===== src/rtl/ctrl_pkg.sv =====
// Shared state encoding and latency limits for the pipelined burst sequencer.
package ctrl_pkg;

  typedef enum logic [1:0] {
    ST_IDLE  = 2'd0,
    ST_RUN   = 2'd1,
    ST_DRAIN = 2'd2,
    ST_DONE  = 2'd3
  } state_t;

  localparam int RD_LAT_MIN = 1;
  localparam int RD_LAT_MAX = 4;
  localparam int PE_LAT_MIN = 1;
  localparam int PE_LAT_MAX = 8;

endpackage


===== src/rtl/ctrl_delay.sv =====
// Stallable shift-register delay line with synchronous clear; output is the last stage.
module ctrl_delay
  import ctrl_pkg::*;
#(
  parameter int WIDTH = 1,
  parameter int DEPTH = 1
) (
  input  logic             clk,
  input  logic             rst_n,
  input  logic             clr,
  input  logic             en,
  input  logic [WIDTH-1:0] din,
  output logic [WIDTH-1:0] dout
);

  genvar gi;
  generate
    for (gi = 0; gi < DEPTH; gi++) begin : g_stage
      logic [WIDTH-1:0] q_reg;
      if (gi == 0) begin : g_head
        always_ff @(posedge clk) begin
          if (!rst_n || clr) q_reg <= '0;
          else if (en)       q_reg <= din;
        end
      end else begin : g_tail
        always_ff @(posedge clk) begin
          if (!rst_n || clr) q_reg <= '0;
          else if (en)       q_reg <= g_stage[gi-1].q_reg;
        end
      end
    end
  endgenerate

  assign dout = g_stage[DEPTH-1].q_reg;

endmodule


===== src/rtl/pipe_seq_ctrl.sv =====
// Burst sequencer: issues L read beats, then PE and write beats delayed by fixed
// latencies; hold freezes everything, clr aborts to IDLE.
module pipe_seq_ctrl
  import ctrl_pkg::*;
#(
  parameter int ADDR_W = 4,
  parameter int RD_LAT = 1,
  parameter int PE_LAT = 1
) (
  input  logic              clk,
  input  logic              rst_n,
  input  logic              clr,
  input  logic              start,
  input  logic [ADDR_W-1:0] len,
  input  logic [ADDR_W-1:0] rd_base,
  input  logic [ADDR_W-1:0] wr_base,
  input  logic              hold,
  output logic              ready,
  output logic              busy,
  output logic              done_tick,
  output logic              en_rd,
  output logic [ADDR_W-1:0] addr_rd,
  output logic              en_pe,
  output logic              en_wr,
  output logic [ADDR_W-1:0] addr_wr
);

  if (RD_LAT < RD_LAT_MIN || RD_LAT > RD_LAT_MAX) begin : g_bad_rd_lat
    $error("pipe_seq_ctrl: RD_LAT out of range");
  end
  if (PE_LAT < PE_LAT_MIN || PE_LAT > PE_LAT_MAX) begin : g_bad_pe_lat
    $error("pipe_seq_ctrl: PE_LAT out of range");
  end

  localparam logic [ADDR_W:0] LEFT_LAST = {{ADDR_W{1'b0}}, 1'b1};

  state_t            state_reg;
  logic [ADDR_W-1:0] rd_addr_reg;
  logic [ADDR_W-1:0] wr_addr_reg;
  logic [ADDR_W:0]   rd_left_reg;
  logic [ADDR_W:0]   wr_left_reg;
  logic [ADDR_W:0]   eff_len;
  logic              pe_vld;
  logic              wr_vld;

  // len of zero means a full 2^ADDR_W burst
  assign eff_len   = {(len == '0), len};

  assign ready     = (state_reg == ST_IDLE);
  assign busy      = ~ready;
  assign done_tick = (state_reg == ST_DONE) & ~hold;
  assign en_rd     = (state_reg == ST_RUN) & ~hold;
  assign en_pe     = pe_vld & ~hold;
  assign en_wr     = wr_vld & ~hold;
  assign addr_rd   = rd_addr_reg;
  assign addr_wr   = wr_addr_reg;

  ctrl_delay #(.WIDTH(1), .DEPTH(RD_LAT)) u_pe_dly (
    .clk   (clk),
    .rst_n (rst_n),
    .clr   (clr),
    .en    (~hold),
    .din   (en_rd),
    .dout  (pe_vld)
  );

  ctrl_delay #(.WIDTH(1), .DEPTH(PE_LAT)) u_wr_dly (
    .clk   (clk),
    .rst_n (rst_n),
    .clr   (clr),
    .en    (~hold),
    .din   (en_pe),
    .dout  (wr_vld)
  );

  always_ff @(posedge clk) begin
    if (!rst_n || clr) begin
      state_reg   <= ST_IDLE;
      rd_addr_reg <= '0;
      wr_addr_reg <= '0;
      rd_left_reg <= '0;
      wr_left_reg <= '0;
    end else begin
      // write beats may overlap the tail of the read phase
      if (en_wr) begin
        wr_addr_reg <= wr_addr_reg + 1'b1;
        wr_left_reg <= wr_left_reg - 1'b1;
      end
      case (state_reg)
        ST_IDLE: begin
          if (start) begin
            state_reg   <= ST_RUN;
            rd_addr_reg <= rd_base;
            wr_addr_reg <= wr_base;
            rd_left_reg <= eff_len;
            wr_left_reg <= eff_len;
          end
        end
        ST_RUN: begin
          if (en_rd) begin
            rd_addr_reg <= rd_addr_reg + 1'b1;
            rd_left_reg <= rd_left_reg - 1'b1;
            if (rd_left_reg == LEFT_LAST) state_reg <= ST_DRAIN;
          end
        end
        ST_DRAIN: begin
          if (en_wr && wr_left_reg == LEFT_LAST) state_reg <= ST_DONE;
        end
        ST_DONE: begin
          if (!hold) state_reg <= ST_IDLE;
        end
        default: state_reg <= ST_IDLE;
      endcase
    end
  end

endmodule


===== config.mk =====
export PLATFORM = sky130hd
export DESIGN_NAME = pipe_seq_ctrl
export DESIGN_NICKNAME = d
export VERILOG_FILES = /design/src/rtl/ctrl_pkg.sv /design/src/rtl/ctrl_delay.sv /design/src/rtl/pipe_seq_ctrl.sv
export SDC_FILE = /design/constraint.sdc
export NUM_CORES = 1
export LEC_CHECK = 0
export ABC_AREA = 1
export CAP_MARGIN = 10
export CORE_UTILIZATION = 50
export DETAILED_ROUTE_END_ITERATION = 8
export MAX_ROUTING_LAYER = met4
export PLACE_DENSITY_LB_ADDON = 0.15
export SYNTH_ARGS = -nofsm -noshare
export SYNTH_HDL_FRONTEND = slang
export SYNTH_HIERARCHICAL = 1
export SYNTH_SLANG_ARGS = --single-unit

===== constraint.sdc =====
create_clock -name clk -period 2.3 [get_ports clk]
set_input_delay 0.345 -clock clk [delete_from_list [all_inputs] [get_ports clk]]
set_output_delay 0.345 -clock clk [all_outputs]
set_load 0.01 [all_outputs]

==> flow_summary.toml, run 1 <==
[job]
maxCapViolCount = 0

[critical_path]
critPathLaunchType = "input pin"
worst-setup-path-type = "in2out"
crit_path_max_incr_delay_ns = 0.55
cp_data_required_time_ns = 1.96
crit_chain = "clkdlybuf4s50_1 -> inv_2 -> nand2_2 -> inv_2 -> clkdlybuf4s50_1"
crit_slowest_cell = "clkdlybuf4s50_1"
cp.arrival_ns = 1.77
endpoint_kind = "output pin"
crit_path_max_fanout = 9

[layout]
fin_area_sq_um = 1800
diodes = 0
nFillCells = 260
syn2layout_area_growth_pct = 25.1
drive_gt1_share_pct = 7.72
layout.nets = 288

[yosys]
synth.top_cell.area_share_pct = 30.5
synth_seq_cells = 22
synth_cells = 228
synth-edff-count = 0
avgSynthCellArea_sq_um = 6.33
ys_seq_area_share_pct = 30.5
synth-main-ff-cell = "dfxtp_1"
ys_top_cells_by_area = "dfxtp_1, nand2_1, ha_1, inv_1, nor2_1"
yosysMostFrequentCell = "nand2_1"
ys_async_sr_fraction_pct = 0
yosysWarnings = 6
synth.distinct_cells = 21
synthTopCellsByCount = "nand2_1, inv_1, nor2_1"
yosys.area.top_type = "dfxtp_1"
synth.cell_area_sq_um = 1440
syn_nets = 256

[place]
gp_congestion = 0.826
place.port_buffers = 30
placed_cell_area_sq_um = 1770
dp_hpwl_um = 2250

[floorplanning]
ios = 31
design.core.area_sq_um = 2730
fp-row-count = 19
initial_core_util_pct = 52.8
die_h_um = 55.7
die-area_sq_um = 3100
fp.dieW_um = 55.7

[power_and_ir_drop]
ir_drop_v = 0.000400
p_leak_nw = 0.829
power_density_nw_per_um2 = 521

[routing]
vias_per_cell = 4.91
drt_first_pass_iters = 4
avgRoutedWirePerCell_um = 10.4
drc = 0
ant_nets = 0
drt-total-wl_um = 3010
routed-via-count = 1424
drt-initial-drc-count = 48

[clocking]
clk_path_buf_depth = 2
root_buffer = "clkbuf_4"
htreeDepth = 1
hold_buffers = 0
clkTransAtPathRegs_ns = 0.12
clock_latency_ns = 0.30
cts_tree = "built"
cts_sinks = 22
numCtsBuffers = 3

[sta]
setup_viol = 0
min_period_ns = 2.12
slew_viol_final = 0
tightest_slew_ns = 0.537
fin_skew_ns = 0.00160
hold_viol_final = 0
tns_ns = 0
relSlewSlack_pct = 64.1
timing.final.crit_share_pct = 92.0
rsz0062_at_grt = "false"
fmax_ghz = 0.473

[global_routing]
grt.overflow.total = 0
grt_pass1_wl_um = 5150
antenna_found_initial = 0
first_global_vias = 1205
grt_max_degree = 19
track_usage_pct = 21.1

[hold_path]
worstHoldPathType = "reg2reg"

[run_status]
status = "finished, final reports clean"
report_power, final:
group | total, mW | switching (mW) | internal, mW
Sequential | 0.427 | 0.0214 | 0.406
Clock | 0.214 | 0.117 | 0.0966
Combinational | 0.300 | 0.169 | 0.131
per-layer routing:
| metal | track usage, % | vias to the layer above | wire, um |
|---|---|---|---|
| met5 | - | - | 0 |
| met4 | 7.86 | 0 | 33 |
| met3 | 2.09 | 4 | 69 |
| met2 | 33.4 | 19 | 1430 |
| met1 | 28.2 | 619 | 1480 |
| li1 | - | 782 | - |
metrics by stage:
| step | utilization [%] | hold WS (ns) | total power [mW] | instances | setup WS [ns] |
|---|---|---|---|---|---|
| after detailed placement | 64.6 | 0.456 | 0.735 | 286 | 0.183 |
| after global placement | 64.6 | 0.457 | 0.733 | 286 | 0.206 |
| final | 66.0 | 0.479 | 0.941 | 290 | 0.184 |
| after global routing | 66.0 | 0.520 | 1.01 | 290 | 0.0798 |
| after floorplan | - | 0.445 | 0.639 | 228 | 0.833 |
| after CTS | 65.9 | 0.479 | 0.952 | 290 | 0.0884 |
cell type report:
cell class                 instances  area, sq um  share of cell area [%]
sequential                        22          440                    24.4
inverter                          37          139                    7.70
timing repair buffer              32          315                    17.5
clock buffer                       4         36.3                    2.01
multi-input combinational        164          835                    46.3
tap                               31         38.8                    2.15
cells by family (layout without fill, tap and decap cells):
group,count (synthesis),count (layout),synth area share (%)
adders and majority gates,11,11,9.54
DFF,22,22,30.5
and+or+nand+nor,116,116,33.7
AOI/OAI and AO/OA,37,37,14.5
buffers and inverters,42,73,11.8
placed cells by master (no fill, tap or decap), drive strengths merged:
cell type / n
nand2: 59
inv: 37
nor2: 34
clkdlybuf4s50: 30
dfxtp: 22
nand3: 18
o21ai: 17
a21oi: 16
ha: 11
clkbuf: 4
nand4: 3
nand3b: 2
o211ai: 2
buf: 2
a31oi: 1
o21bai: 1
what timing repair did:
action                     4_1_cts  5_1_grt
resized for setup                0        1
setup endpoints to repair        0        1
setup buffers                    0        0
critical path: cells and delay by family:
kind,cells,cell delay [ns]
buffers and inverters,4,1.32
and+or+nand+nor,1,0.11
worst paths after layout:
check,startpoint,to,slack (ns),depth (start not counted)
worst max-delay path,hold,en_wr,0.18,5
worst min-delay path,u_pe_dly/dout,u_pe_dly/dout,0.48,2
worst max register to register,state_reg[0],wr_left_reg[0],0.64,6
worst min register to register,u_pe_dly/dout,u_pe_dly/dout,0.48,2
Power figures use the tool's default switching activity.
==> inputs of run 2 (changes only) <==
--- a/config.mk
+++ b/config.mk
@@ -7,8 +7,9 @@
 export LEC_CHECK = 0
 export ABC_AREA = 1
 export CAP_MARGIN = 10
-export CORE_UTILIZATION = 50
+export CORE_UTILIZATION = 59
 export DETAILED_ROUTE_END_ITERATION = 8
+export DONT_BUFFER_PORTS = 1
 export MAX_ROUTING_LAYER = met4
 export PLACE_DENSITY_LB_ADDON = 0.15
 export SYNTH_ARGS = -nofsm -noshare
==> flow_summary.toml, run 2 (synthesis results as in run 1) <==
[sta]
timing.final.crit_share_pct = 80.5
tns_ns = 0
fin_ws_ns = 0.448
relSlewSlack_pct = 63.8
holdWs_ns = 0.154
min_period_ns = 1.85
fin_skew_ns = 0.00392
slew_viol_final = 0
hold_viol_final = 0
setup_viol = 0
tightest_slew_ns = 0.541
fmax_ghz = 0.540
rsz0062_at_grt = "false"

[power_and_ir_drop]
p_comb_share_pct = 26.4
power.internal_mw = 0.582
p_sw_share_pct = 34.6
power_density_nw_per_um2 = 597
ir_drop_v = 0.000389
p_leak_nw = 0.713
pwr-share-clk_pct = 25.0
seq_power_share_pct = 48.6
p_switching_mw = 0.308

[place]
pre_cts_ws_ns = 0.506
placed_cell_area_sq_um = 1450
dp_hpwl_um = 2280
place.port_buffers = 0
gp_congestion = 0.849

[clocking]
cts.repair.resized = 0
root_buffer = "clkbuf_4"
htreeDepth = 1
numCtsBuffers = 3
cts_sinks = 22
hold_buffers = 0
clk_path_buf_depth = 2
clkTransAtPathRegs_ns = 0.13
clock_latency_ns = 0.31
post_cts_buffers = 0
cts_tree = "built"

[run_status]
status = "finished, final reports clean"

[routing]
drc = 0
drt-initial-drc-count = 39
drt-total-wl_um = 3050
vias_per_cell = 5.38
drt_first_pass_iters = 4
avgRoutedWirePerCell_um = 11.9
routed-via-count = 1376
ant_nets = 0

[global_routing]
first_global_vias = 1289
grt.overflow.total = 0
antenna_found_initial = 0
track_usage_pct = 25.6
grt_pass1_wl_um = 5030
grt_max_degree = 19

[floorplanning]
initial_core_util_pct = 64.0
die-area_sq_um = 2650
die_h_um = 51.5
fp-row-count = 17
design.core.area_sq_um = 2250
ios = 31
fp.dieW_um = 51.5

[job]
maxCapViolCount = 0

[critical_path]
crit_chain = "inv_1 -> ha_1 -> nand2_2 -> inv_1"
crit_slowest_cell = "ha_1"
cp_data_required_time_ns = 1.96
cp_top_family = "adder cells"
critical_path_buf_inv_count = 2
cp_common_cell = "inv_1"
crit_path_max_incr_delay_ns = 0.47
worst-setup-path-type = "reg2out"
endpoint_kind = "output pin"
critPathLaunchType = "flip-flop"
crit_path_max_fanout = 14
cp.arrival_ns = 1.51

[layout]
syn2layout_area_growth_pct = 3.30
diodes = 0
layout.nets = 257
nFillCells = 222
fin_area_sq_um = 1490
drive_gt1_share_pct = 7.89
ff_latch_area_sq_um = 440
multi_input_area_sq_um = 832
mostFrequentLayoutCells = "nand2_1, inv_1, nor2_1"
layout_commonest_cell = "nand2_1"

[hold_path]
worstHoldPathType = "in2reg"
[run 2: cell types whose count changed in the layout (fill, tap and decap cells not counted)]
cell             previous run  this run
ha_2                        1         0
buf_4                       2         1
ha_1                       10        11
clkdlybuf4s50_1            30         0
[run 2: through the flow]
step                cells  total power [mW]  util [%]
detailed placement    252             0.674      64.5
CTS                   256             0.892      66.1
finish                256             0.890      66.1
global route          256             0.950      66.1
global placement      252             0.661      64.5
floorplan             228             0.639         -
[run 2: cell type report]
class                      instances  area share (%)
tap                               28            2.35
timing repair buffer               1           0.504
clock buffer                       4            2.43
inverter                          37            9.32
multi-input combinational        164            55.8
sequential                        22            29.6
[run 2: worst paths after layout]
check	from	end	slack (ns)	cells past startpoint
setup / recovery	state_reg[1]	en_rd	0.45	4
hold / removal	rst_n	u_wr_dly/dout	0.15	2
hold reg to reg	u_wr_dly/dout	u_wr_dly/dout	0.49	2
setup reg to reg	state_reg[1]	rd_left_reg[2]	0.49	7
[run 2: power by group through the flow]
stage	clock [mW]	combinational (mW)	sequential [mW]
after floorplan	0	0.204	0.435
after global placement	0	0.223	0.439
after detailed placement	0	0.234	0.440
after CTS	0.226	0.234	0.432
after global routing	0.242	0.271	0.436
final	0.222	0.235	0.432
[run 2: worst reg2reg max path, delay by kind of cell, from the launching register on]
kind / cells / cell delay (ns)
AND/OR/NAND/NOR: 2 / 0.34
AO/OA/AOI/OAI: 3 / 0.43
buffers and inverters: 1 / 0.10
flip-flops: 1 / 0.36
adder cells (fa/ha/maj): 1 / 0.47
[run 2: per-layer routing]
metal / wire length (um) / part of all wire [%] / up-vias / GRT usage [%]
met2: 1420 / 46 / 31 / 43.3
met5: 0 / 0 / - / -
met3: 152 / 5.0 / 2 / 4.46
met1: 1460 / 48 / 628 / 30.5
met4: 18 / 0.59 / 0 / 8.56
li1: - / - / 715 / -
==> inputs of run 3 (changes only) <==
==> constraint.sdc (replaced) <==
create_clock -name clk -period 1.9 [get_ports clk]
set_input_delay 0.285 -clock clk [delete_from_list [all_inputs] [get_ports clk]]
set_output_delay 0.285 -clock clk [all_outputs]
set_load 0.01 [all_outputs]
==> flow_summary.toml, run 3 (synthesis results as in run 1) <==
[hold_path]
holdPathStages = 2
worstHoldPathType = "in2reg"

[clocking]
cts_tree = "built"
root_buffer = "clkbuf_4"
clock_latency_ns = 0.31
hold_buffers = 0
cts_sinks = 22
clk_path_buf_depth = 2
numCtsBuffers = 3
htreeDepth = 1
clkTransAtPathRegs_ns = 0.13

[sta]
slew_viol_final = 0
min_period_ns = 1.72
timing.final.crit_share_pct = 90.7
hold_viol_final = 0
fmax_ghz = 0.580
fin_skew_ns = 0.00162
rsz0062_at_grt = "false"
setup_viol = 0
relSlewSlack_pct = 74.4
tightest_slew_ns = 0.384
tns_ns = 0

[floorplanning]
ios = 31
die-area_sq_um = 2650
initial_core_util_pct = 64.0
fp-row-count = 17
die_h_um = 51.5
design.core.area_sq_um = 2250
fp.dieW_um = 51.5

[layout]
syn2layout_area_growth_pct = 3.21
mostFrequentLayoutCells = "nand2_1, inv_1, nor2_1"
multi_input_area_sq_um = 837
fin_area_sq_um = 1490
drive_gt1_share_pct = 8.77
layout.nets = 258
nFillCells = 221
layout_commonest_cell = "nand2_1"
layout.cells.non_filler = 256
ff_latch_area_sq_um = 440
diodes = 0

[routing]
ant_nets = 0
drt-total-wl_um = 3070
avgRoutedWirePerCell_um = 12.0
drt_first_pass_iters = 4
drt-initial-drc-count = 29
routed-via-count = 1412
vias_per_cell = 5.52
drc = 0

[critical_path]
worst-setup-path-type = "reg2reg"
endpoint_kind = "flip-flop"
cp_top_family = "simple AND/OR/NAND/NOR gates"
critical_path_buf_inv_count = 1
crit_slowest_cell = "dfxtp_1"
regToRegEndpoint = "rd_left_reg[3]"
critPathCapture = "rd_left_reg[3]"
crit_path_max_fanout = 14
ff2ff_path_depth = 7
crit_path_max_incr_delay_ns = 0.41
critPathLaunchType = "flip-flop"
cp_data_required_time_ns = 2.14
crit_start = "state_reg[1]"
r2r_slack_ns = 0.18
cp.depth = 7
rr_startpoint = "state_reg[1]"
crit_chain = "inv_1 -> ha_1 -> o21ai_2 -> nand2_2 -> nor2_1 -> nand2_1 -> a21oi_1"
cp.arrival_ns = 1.97

[place]
gp_congestion = 0.829
dp_hpwl_um = 2330
dp.cells = 253
placed_cell_area_sq_um = 1460
place.port_buffers = 0

[power_and_ir_drop]
power_density_nw_per_um2 = 695
ir_drop_v = 0.000470
p_leak_nw = 0.710
power_mw = 1.03

[global_routing]
grt_max_degree = 19
track_usage_pct = 27.0
antenna_found_initial = 0
first_global_vias = 1340
grt_pass1_wl_um = 5330
grt.overflow.total = 0

[run_status]
status = "finished, final reports clean"

[job]
maxCapViolCount = 0
## run 3: power breakdown
part	switching (mW)	internal (mW)
Sequential	0.0325	0.491
Combinational	0.189	0.100
Clock	0.148	0.0741
Total	0.370	0.665
## run 3: layout make-up
type	instances	area share (%)
clock buffers	3	1.51
flip-flops and latches	22	29.6
well taps	28	2.35
multi-input cells	164	56.2
inverters	37	9.33
repair buffers	2	1.01
## run 3: repair_timing
| action | in CTS | in global routing |
|---|---|---|
| setup endpoints to repair | 0 | 3 |
| setup buffers | 0 | 0 |
| resized for setup | 0 | 2 |
## run 3: per-stage QoR
stage / setup WS [ns] / util, % / hold slack, ns
after floorplan: 0.433 / - / 0.421
after CTS: 0.134 / 65.8 / 0.0831
after detailed placement: 0.158 / 64.8 / 0.430
after global placement: 0.289 / 64.8 / 0.425
after global routing: 0.00521 / 66.0 / 0.0963
final: 0.177 / 66.0 / 0.0961
## run 3: worst register-to-register path, stage by stage, from the launching register on
cell	delay, ns
dfxtp_1	0.41
inv_1	0.10
ha_1	0.30
o21ai_2	0.27
nand2_2	0.22
nor2_1	0.15
nand2_1	0.07
a21oi_1	0.13
## run 3: layer usage
| metal | global-route usage [%] | vias up | wire, um |
|---|---|---|---|
| met2 | 45.0 | 55 | 1430 |
| li1 | - | 719 | - |
| met5 | - | - | 0 |
| met4 | 9.46 | 0 | 31 |
| met3 | 2.98 | 4 | 217 |
| met1 | 33.7 | 634 | 1400 |
## run 3: how the worst min path moves through the flow
stage	start	end	slack, ns
2_1_floorplan	rst_n	u_pe_dly/dout	0.42
4_1_cts	rst_n	u_wr_dly/dout	0.08
6_report	rst_n	u_wr_dly/dout	0.1
3_5_place_dp	rst_n	u_wr_dly/dout	0.43
3_3_place_gp	rst_n	u_wr_dly/dout	0.42
5_1_grt	rst_n	u_wr_dly/dout	0.1
